$ cat src/rtl/rice_pkg.sv
// Shared types and constants for the Rice encoder.
//   DATA_W       residual width (fixed at 32)
//   PARAM_W      Rice parameter width (k = 0..31)
//   rice_state_e encoder FSM states
package rice_pkg;

  localparam int unsigned DATA_W  = 32;
  localparam int unsigned PARAM_W = 5;

  typedef enum logic [1:0] {
    StIdle,
    StUnary,
    StStop,
    StLsb
  } rice_state_e;

endpackage

$ cat src/rtl/rice_zigzag.sv
// Combinational zigzag map from a signed residual to an unsigned value:
// x >= 0 -> 2x, x < 0 -> -2x-1.
//   data_i  signed residual
//   uval_o  zigzag-mapped unsigned value
module rice_zigzag
  import rice_pkg::*;
#(
  parameter int unsigned Width = DATA_W
) (
  input  logic [Width-1:0] data_i,
  output logic [Width-1:0] uval_o
);

  // (x << 1) ^ (x >>> (Width-1)); the arithmetic shift is just sign replication.
  assign uval_o = {data_i[Width-2:0], 1'b0} ^ {Width{data_i[Width-1]}};

endmodule

$ cat src/rtl/rice_encoder.sv
// Serialising Rice encoder: one signed residual + parameter k per handshake,
// emitted one bit per cycle as q zeros, a stop bit, then k LSBs MSB-first.
//   iClock, iNReset        clock, async active-low reset
//   iValid/oReady          residual handshake (iData, iRiceParam)
//   oBit/oBitValid/oLast   codeword bit stream to the packer
//   iBitReady              packer consumes oBit this cycle
module rice_encoder
  import rice_pkg::*;
(
  input  logic               iClock,
  input  logic               iNReset,
  input  logic               iValid,
  input  logic [DATA_W-1:0]  iData,
  input  logic [PARAM_W-1:0] iRiceParam,
  output logic               oReady,
  output logic               oBit,
  output logic               oBitValid,
  input  logic               iBitReady,
  output logic               oLast
);

  rice_state_e        state_q;
  logic [DATA_W-1:0]  uval_q;
  logic [DATA_W-1:0]  cnt_q;
  logic [PARAM_W-1:0] idx_q;
  logic [PARAM_W-1:0] k_q;

  logic [DATA_W-1:0]  uval;
  logic [DATA_W-1:0]  quot;
  logic [PARAM_W-1:0] lsb_sel;

  rice_zigzag #(
    .Width (DATA_W)
  ) u_zigzag (
    .data_i (iData),
    .uval_o (uval)
  );

  assign quot    = uval >> iRiceParam;
  // Bit of uval_q currently on the wire while in StLsb (k >= 1 there).
  assign lsb_sel = k_q - 5'd1 - idx_q;

  always_ff @(posedge iClock or negedge iNReset) begin
    if (!iNReset) begin
      state_q <= StIdle;
      uval_q  <= '0;
      cnt_q   <= '0;
      idx_q   <= '0;
      k_q     <= '0;
    end else begin
      unique case (state_q)
        StIdle: begin
          if (iValid) begin
            uval_q  <= uval;
            k_q     <= iRiceParam;
            cnt_q   <= quot;
            idx_q   <= '0;
            state_q <= (quot != '0) ? StUnary : StStop;
          end
        end
        StUnary: begin
          if (iBitReady) begin
            cnt_q <= cnt_q - 32'd1;
            if (cnt_q == 32'd1) state_q <= StStop;
          end
        end
        StStop: begin
          if (iBitReady) state_q <= (k_q != '0) ? StLsb : StIdle;
        end
        StLsb: begin
          if (iBitReady) begin
            idx_q <= idx_q + 5'd1;
            if (idx_q == k_q - 5'd1) state_q <= StIdle;
          end
        end
        default: state_q <= StIdle;
      endcase
    end
  end

  // Outputs decode registered state only; no path from iValid/iBitReady.
  always_comb begin
    oReady    = 1'b0;
    oBitValid = 1'b0;
    oBit      = 1'b0;
    oLast     = 1'b0;
    unique case (state_q)
      StIdle:  oReady = 1'b1;
      StUnary: oBitValid = 1'b1;
      StStop: begin
        oBitValid = 1'b1;
        oBit      = 1'b1;
        oLast     = (k_q == '0);
      end
      StLsb: begin
        oBitValid = 1'b1;
        oBit      = uval_q[lsb_sel];
        oLast     = (idx_q == k_q - 5'd1);
      end
      default: ;
    endcase
  end

endmodule

$ cat config.mk
export PLATFORM = sky130hd
export DESIGN_NAME = rice_encoder
export DESIGN_NICKNAME = d
export VERILOG_FILES = /design/src/rtl/rice_pkg.sv /design/src/rtl/rice_zigzag.sv /design/src/rtl/rice_encoder.sv
export SDC_FILE = /design/constraint.sdc
export NUM_CORES = 1
export LEC_CHECK = 0
export ABC_AREA = 1
export BUFFER_PORTS_ARGS = -buffer_cell sky130_fd_sc_hd__buf_2
export CORE_UTILIZATION = 60
export DETAILED_ROUTE_END_ITERATION = 10
export GPL_TIMING_DRIVEN = 0
export HOLD_SLACK_MARGIN = 0.15
export PLACE_DENSITY = 0.89
export SLEW_MARGIN = 20
export SYNTH_ARGS = -nofsm -noshare
export SYNTH_HDL_FRONTEND = slang
export SYNTH_SLANG_ARGS = --single-unit
$ cat constraint.sdc
create_clock -name iClock -period 5.15 [get_ports iClock]
set_input_delay 0.2575 -clock iClock [delete_from_list [all_inputs] [get_ports iClock]]
set_output_delay 0.2575 -clock iClock [all_outputs]
set_load 0.02 [all_outputs]
## Word-level counts from Yosys, hierarchy flattened

Index checks and enable logic that the tools add are counted.

| cells by class | value |
|---|---|
| add/sub/neg operators | 4 |
| order comparisons | 1 |
| equal/unequal tests | 11 |
| shifts and indexed selects | 1 |
| mux-type cells | 21 |
| bitwise operators | 1 |
| reduce and logical (&&, ||, !) cells | 11 |

Operators by type and width:

| operator | count |
|---|---|
| $mux W32 | 2 |
| $pmux W32 S2 | 1 |
| $eq A32 B1 Y1 const B | 1 |
| $reduce_bool A32 Y1 | 1 |
| $shr A32 B5 Y32 | 1 |
| $sub A32 B1 Y32 const B | 1 |
| $xor A32 B32 Y32 | 1 |
| $mux W2 | 8 |
| $ne A2 B2 Y1 const B | 6 |
| $mux W5 | 2 |
| $pmux W5 S2 | 1 |
| $pmux W2 S4 | 1 |
| $lt A5 B6 Y1 const B | 1 |
| $reduce_and A3 Y1 | 2 |
| $reduce_and A6 Y1 | 1 |
| $add A5 B1 Y5 const B | 1 |
| $bmux W1 S5 | 1 |
| $eq A5 B5 Y1 | 1 |
| $logic_not A5 Y1 | 1 |
| $reduce_bool A5 Y1 | 1 |
| $sub A5 B1 Y5 const B | 1 |
| $sub A5 B5 Y5 | 1 |
| $eq A2 B2 Y1 const B | 2 |
| $pmux W1 S2 | 2 |
| other kinds (6) | 9 |

| storage, ports and cells | value |
|---|---|
| register bits after elaboration | 76 |
| output and inout bits | 4 |

## Longest topological paths before layout

| depth | value |
|---|---|
| depth after elaboration | 6 |
| depth in mapped cells | 20 |
| mapped depth without buffers | 18 |

## Cells and area by module

A second synthesis with hierarchy kept.

| unflattened totals | value |
|---|---|
| cells, all modules | 1110 |
| area total of the unflattened synthesis | 6586.3 um^2 |

By module, submodules not included:

| module | instances | cells an instance | area an instance (um^2) |
|---|---|---|---|
| rice_encoder | 1 | 978 | 6079.6 |
| rice_zigzag | 1 | 132 | 506.7 |

## Worst setup path before layout

Ideal clock, no wire load.

| timing | value |
|---|---|
| path type | register to output |
| start | register k_q[0] |
| end | output port oBit |
| arrival | 2644 ps |
| required time | 4893 ps |
| setup slack | 2249 ps |
| cell stages (with the launch flop) | 13 |
| buffers on the path | 2 |
| cells stage by stage | dfrtp_1 -> inv_1 -> ha_1 -> inv_1 -> fa_1 -> clkbuf_1 -> clkbuf_1 -> a21oi_1 -> a22oi_1 -> o211ai_1 -> nand3_1 -> o31ai_1 -> o21ai_0 |

| between the ends | value |
|---|---|
| cells in the longest elaborated chain, start to end | 5 |

Ends and longest elaborated chain:

| element | line | RTL |
|---|---|---|
| from (decl) | rice_encoder.sv:26 | `logic [PARAM_W-1:0] k_q;` |
| from (signal assigned) | rice_encoder.sv:55 | `k_q <= iRiceParam;` |
| $sub A5 B1 Y5 | rice_encoder.sv:41 | `assign lsb_sel = k_q - 5'd1 - idx_q;` |
| $sub A5 B5 Y5 | rice_encoder.sv:41 |  |
| $bmux W1 S5 | rice_encoder.sv:97 | `oBit = uval_q[lsb_sel];` |
| $mux W1 (implied by the code) | rice_encoder.sv:97 |  |
| $pmux W1 S2 | rice_encoder.sv:87 | `unique case (state_q)` |
| to (decl) | rice_encoder.sv:16 | `output logic oBit,` |

Every way passes these cells. The select of a mux whose other input is x is not followed.

## Final worst setup path

Same ends and word-level chain as after synthesis.

==> out/metrics.yaml <==
sta:
  finalHoldViolCount: 0
  tightest_slew_ns: 0.582
  setup_violations: 0
  finalCritPeriodShare_pct: 69.9
  finalWorstSetupSlack_ns: 1.55
  clock_skew_ns: 0.00616
  rsz0062_at_grt: "no"
  relSlewSlack_pct: 61.2
  period_minus_slack_ns: 3.60
  drv_slew: 0
  final.setup.tns_ns: 0
  fmax_ghz: 0.278
critical_path:
  r2r-end: "cnt_q[30]"
  crit_type: "reg2out"
  crit_chain: "inv_1 -> ha_1 -> inv_1 -> fa_1 -> clkbuf_1 -> clkbuf_1 -> a21oi_1 -> a22oi_1 -> o211ai_1 -> nand3_1 -> o31ai_1 -> o21ai_0 -> buf_2"
  path_delay_family: "buffers and inverters"
  slowest_stage: "fa_1"
  crit_fanout: 10
  crit_buf_inv: 5
  crit_arrival_ns: 3.34
  endpoint_kind: "output port"
  rr_startpoint: "cnt_q[0]"
  required_ns: 4.89
  reg2reg_depth: 14
  cp-start-kind: "flip-flop"
  rrSetupSlack_ns: 2.61
  worst_path_largest_cell_delay_ns: 0.50
floorplan:
  row_count: 37
  die_width_um: 107
  top_level_ports: 45
  coreArea_mm2: 0.0105
  die_h_um: 107
  initial_core_util_pct: 62.7
  dieArea_mm2: 0.0114
clock_tree:
  clk_latency_ns: 0.38
  cts_buffers: 9
  cts.sinks: 76
  cts-root-buf: "clkbuf_8"
  h-tree-depth: 3
  post_cts_resize_count: 0
  clockBufferDepth: 2
  path_clk_slew_ns: 0.09
  cts_tree: "built"
grt:
  grt_usage_pct: 39.8
  antenna_found_initial: 1
  grt_pass1_wl_um: 35000
  grt_pass1_vias: 7284
  grt_overflow: 0
  grt_max_degree: 55
synth:
  syn_avg_cell_area_um2: 6.11
  async_reset_ff_share_pct: 100
  synth_enable_flop_cells: 0
  seq_area_frac_synth_pct: 28.9
  syn_nets: 1128
  syn_area_mm2: 0.00659
  yosys_warnings: 0
  synth_cells: 1078
  synth.distinct_cells: 41
  synth_ff_type: "dfrtp_1"
  synth-seq-cells: 76
worst_hold_path:
  min_to: "uval_q[15]"
  holdPathStages: 3
  holdCritStartpoint: "iData[14]"
  hold_class: "in2reg"
power_and_ir_drop:
  power.total_mw: 3.88
  peakVddDrop_mv: 0.716
  leakage_nw: 3.65
  p_per_area_mw_per_mm2: 539
layout:
  syn2layout_area_growth_pct: 9.27
  fill_cells: 990
  drive_gt1_share_pct: 7.48
  nets: 1181
  diodes: 0
  post-route-util_pct: 68.5
status:
  status: "finished, final reports clean"
run:
  cap_violations: 0
placement:
  place.port_buffers: 40
  hpwl_um: 16700
  gp_congestion: 0.997
  dpl_worst_slack_ns: 2.01
routing:
  dr.pass1.iters: 6
  vias: 7862
  drc: 0
  wl_um: 21400
  wl_per_cell_um: 16.8
  drtIter0Drc: 994
  avgViaCountPerCell: 6.18
  ant_nets: 0
## Yosys cell counts, drive strengths merged, types with 2 or more instances
library cell | count | area (µm²)
a211oi | 2 | 15.0
a21o | 2 | 15.0
a21oi | 30 | 150
a221oi | 3 | 26.3
a22oi | 6 | 45.0
a31oi | 16 | 100
and2 | 3 | 18.8
buf | 30 | 170
clkbuf | 32 | 120
clkinv | 3 | 11.3
dfrtp | 76 | 1900
ha | 8 | 100
inv | 88 | 333
nand2 | 316 | 1190
nand3 | 233 | 1170
nand4 | 9 | 56.3
nor2 | 86 | 328
nor3 | 7 | 40.0
o211ai | 8 | 60.1
o21ai | 81 | 405
o221ai | 2 | 17.5
o22ai | 3 | 18.8
o31ai | 3 | 22.5
or2 | 3 | 18.8
xnor2 | 4 | 35.0
xor2 | 18 | 158
## registers in the layout, summed over array words and instances, names as in the netlist
register  count
uval_q       32
k_q           5
idx_q         5
state_q       2
cnt_q        32
## stage by stage
step,hold WS [ns],cell area [µm²],std cells
2_1_floorplan,-0.0381,6590,1078
3_3_place_gp,0.463,6960,1254
3_5_place_dp,0.177,6990,1255
4_1_cts,0.170,7200,1272
5_1_grt,0.193,7200,1272
6_report,0.166,7200,1272
## tightest hold or removal path: cells and delay by family
kind	cells	cell delay (ns)
AO/OA/AOI/OAI	1	0.08
AND/OR/NAND/NOR	1	0.07
buffers and inverters	1	0.10
## cell usage in the layout (no fill, tap or decap), types with 3 or more instances in the layout
cell and count:
a21oi_1 30, a221oi_1 3, a22oi_1 6, a31oi_1 16
and2_1 3, buf_1 10, buf_2 52, buf_4 4
buf_6 4, clkbuf_1 33, clkbuf_8 9, clkinv_1 3
dfrtp_1 76, ha_1 8, inv_1 86, nand2_1 316
nand3_1 232, nand4_1 9, nor2_1 84, nor3_1 6
o211ai_1 8, o21ai_0 80, o22ai_1 3, o31ai_1 3
or2_2 3, xnor2_1 4, xor2_1 18
## power by group
group | internal (mW) | total [mW] | leakage, nW | switching (mW)
combinational | 0.795 | 2.29 | 2.61 | 1.50
clock | 0.229 | 0.482 | 0.0975 | 0.253
sequential | 0.875 | 1.11 | 0.934 | 0.234
total | 1.90 | 3.88 | 3.65 | 1.98
## final cells by class
type	count	area [µm²]	share of cell area, %
flip-flops and latches	76	1900	26.4
clock buffers	10	128	1.77
inverters	91	344	4.78
clock inverters	6	72.6	1.01
multi-input cells	849	4050	56.3
repair buffers	42	240	3.34
plain buffers	62	290	4.03
well taps	136	170	2.36
## metal layers
metal  vias up  wire (µm)  GRT usage [%]
met4         0        675           14.6
met1      3601       8850           55.0
met3        70       2920           11.3
met5         -          0              0
met2       482       8920           59.2
li1       3709          -              -
## worst max-delay path by stage
stage          startpoint   end  slack, ns  cells after the start
2_1_floorplan      k_q[0]  oBit       2.25                     12
3_3_place_gp       k_q[0]  oBit       2.07                     13
3_5_place_dp       k_q[0]  oBit       2.01                     13
4_1_cts            k_q[0]  oBit       1.58                     13
5_1_grt            k_q[0]  oBit       1.33                     13
6_report           k_q[0]  oBit       1.55                     13
## kinds of logic (layout without fill, tap and decap cells)
group	Yosys count	in the layout	share of synthesized area, %
AOI/OAI and AO/OA	160	160	13.8
xor gates and xnor gates	22	22	2.92
adders and majority gates	9	9	1.82
buffers and inverters	153	211	9.63
DFF	76	76	28.9
muxes	1	1	0.152
and+or+nand+nor	657	657	42.8
## repair_timing
action	CTS	global route
hold buffers	1	0
hold endpoints to repair	76	0
buffers inserted	0	0
setup endpoints to repair	0	0
Note: power is estimated with default switching activity, not from simulation.
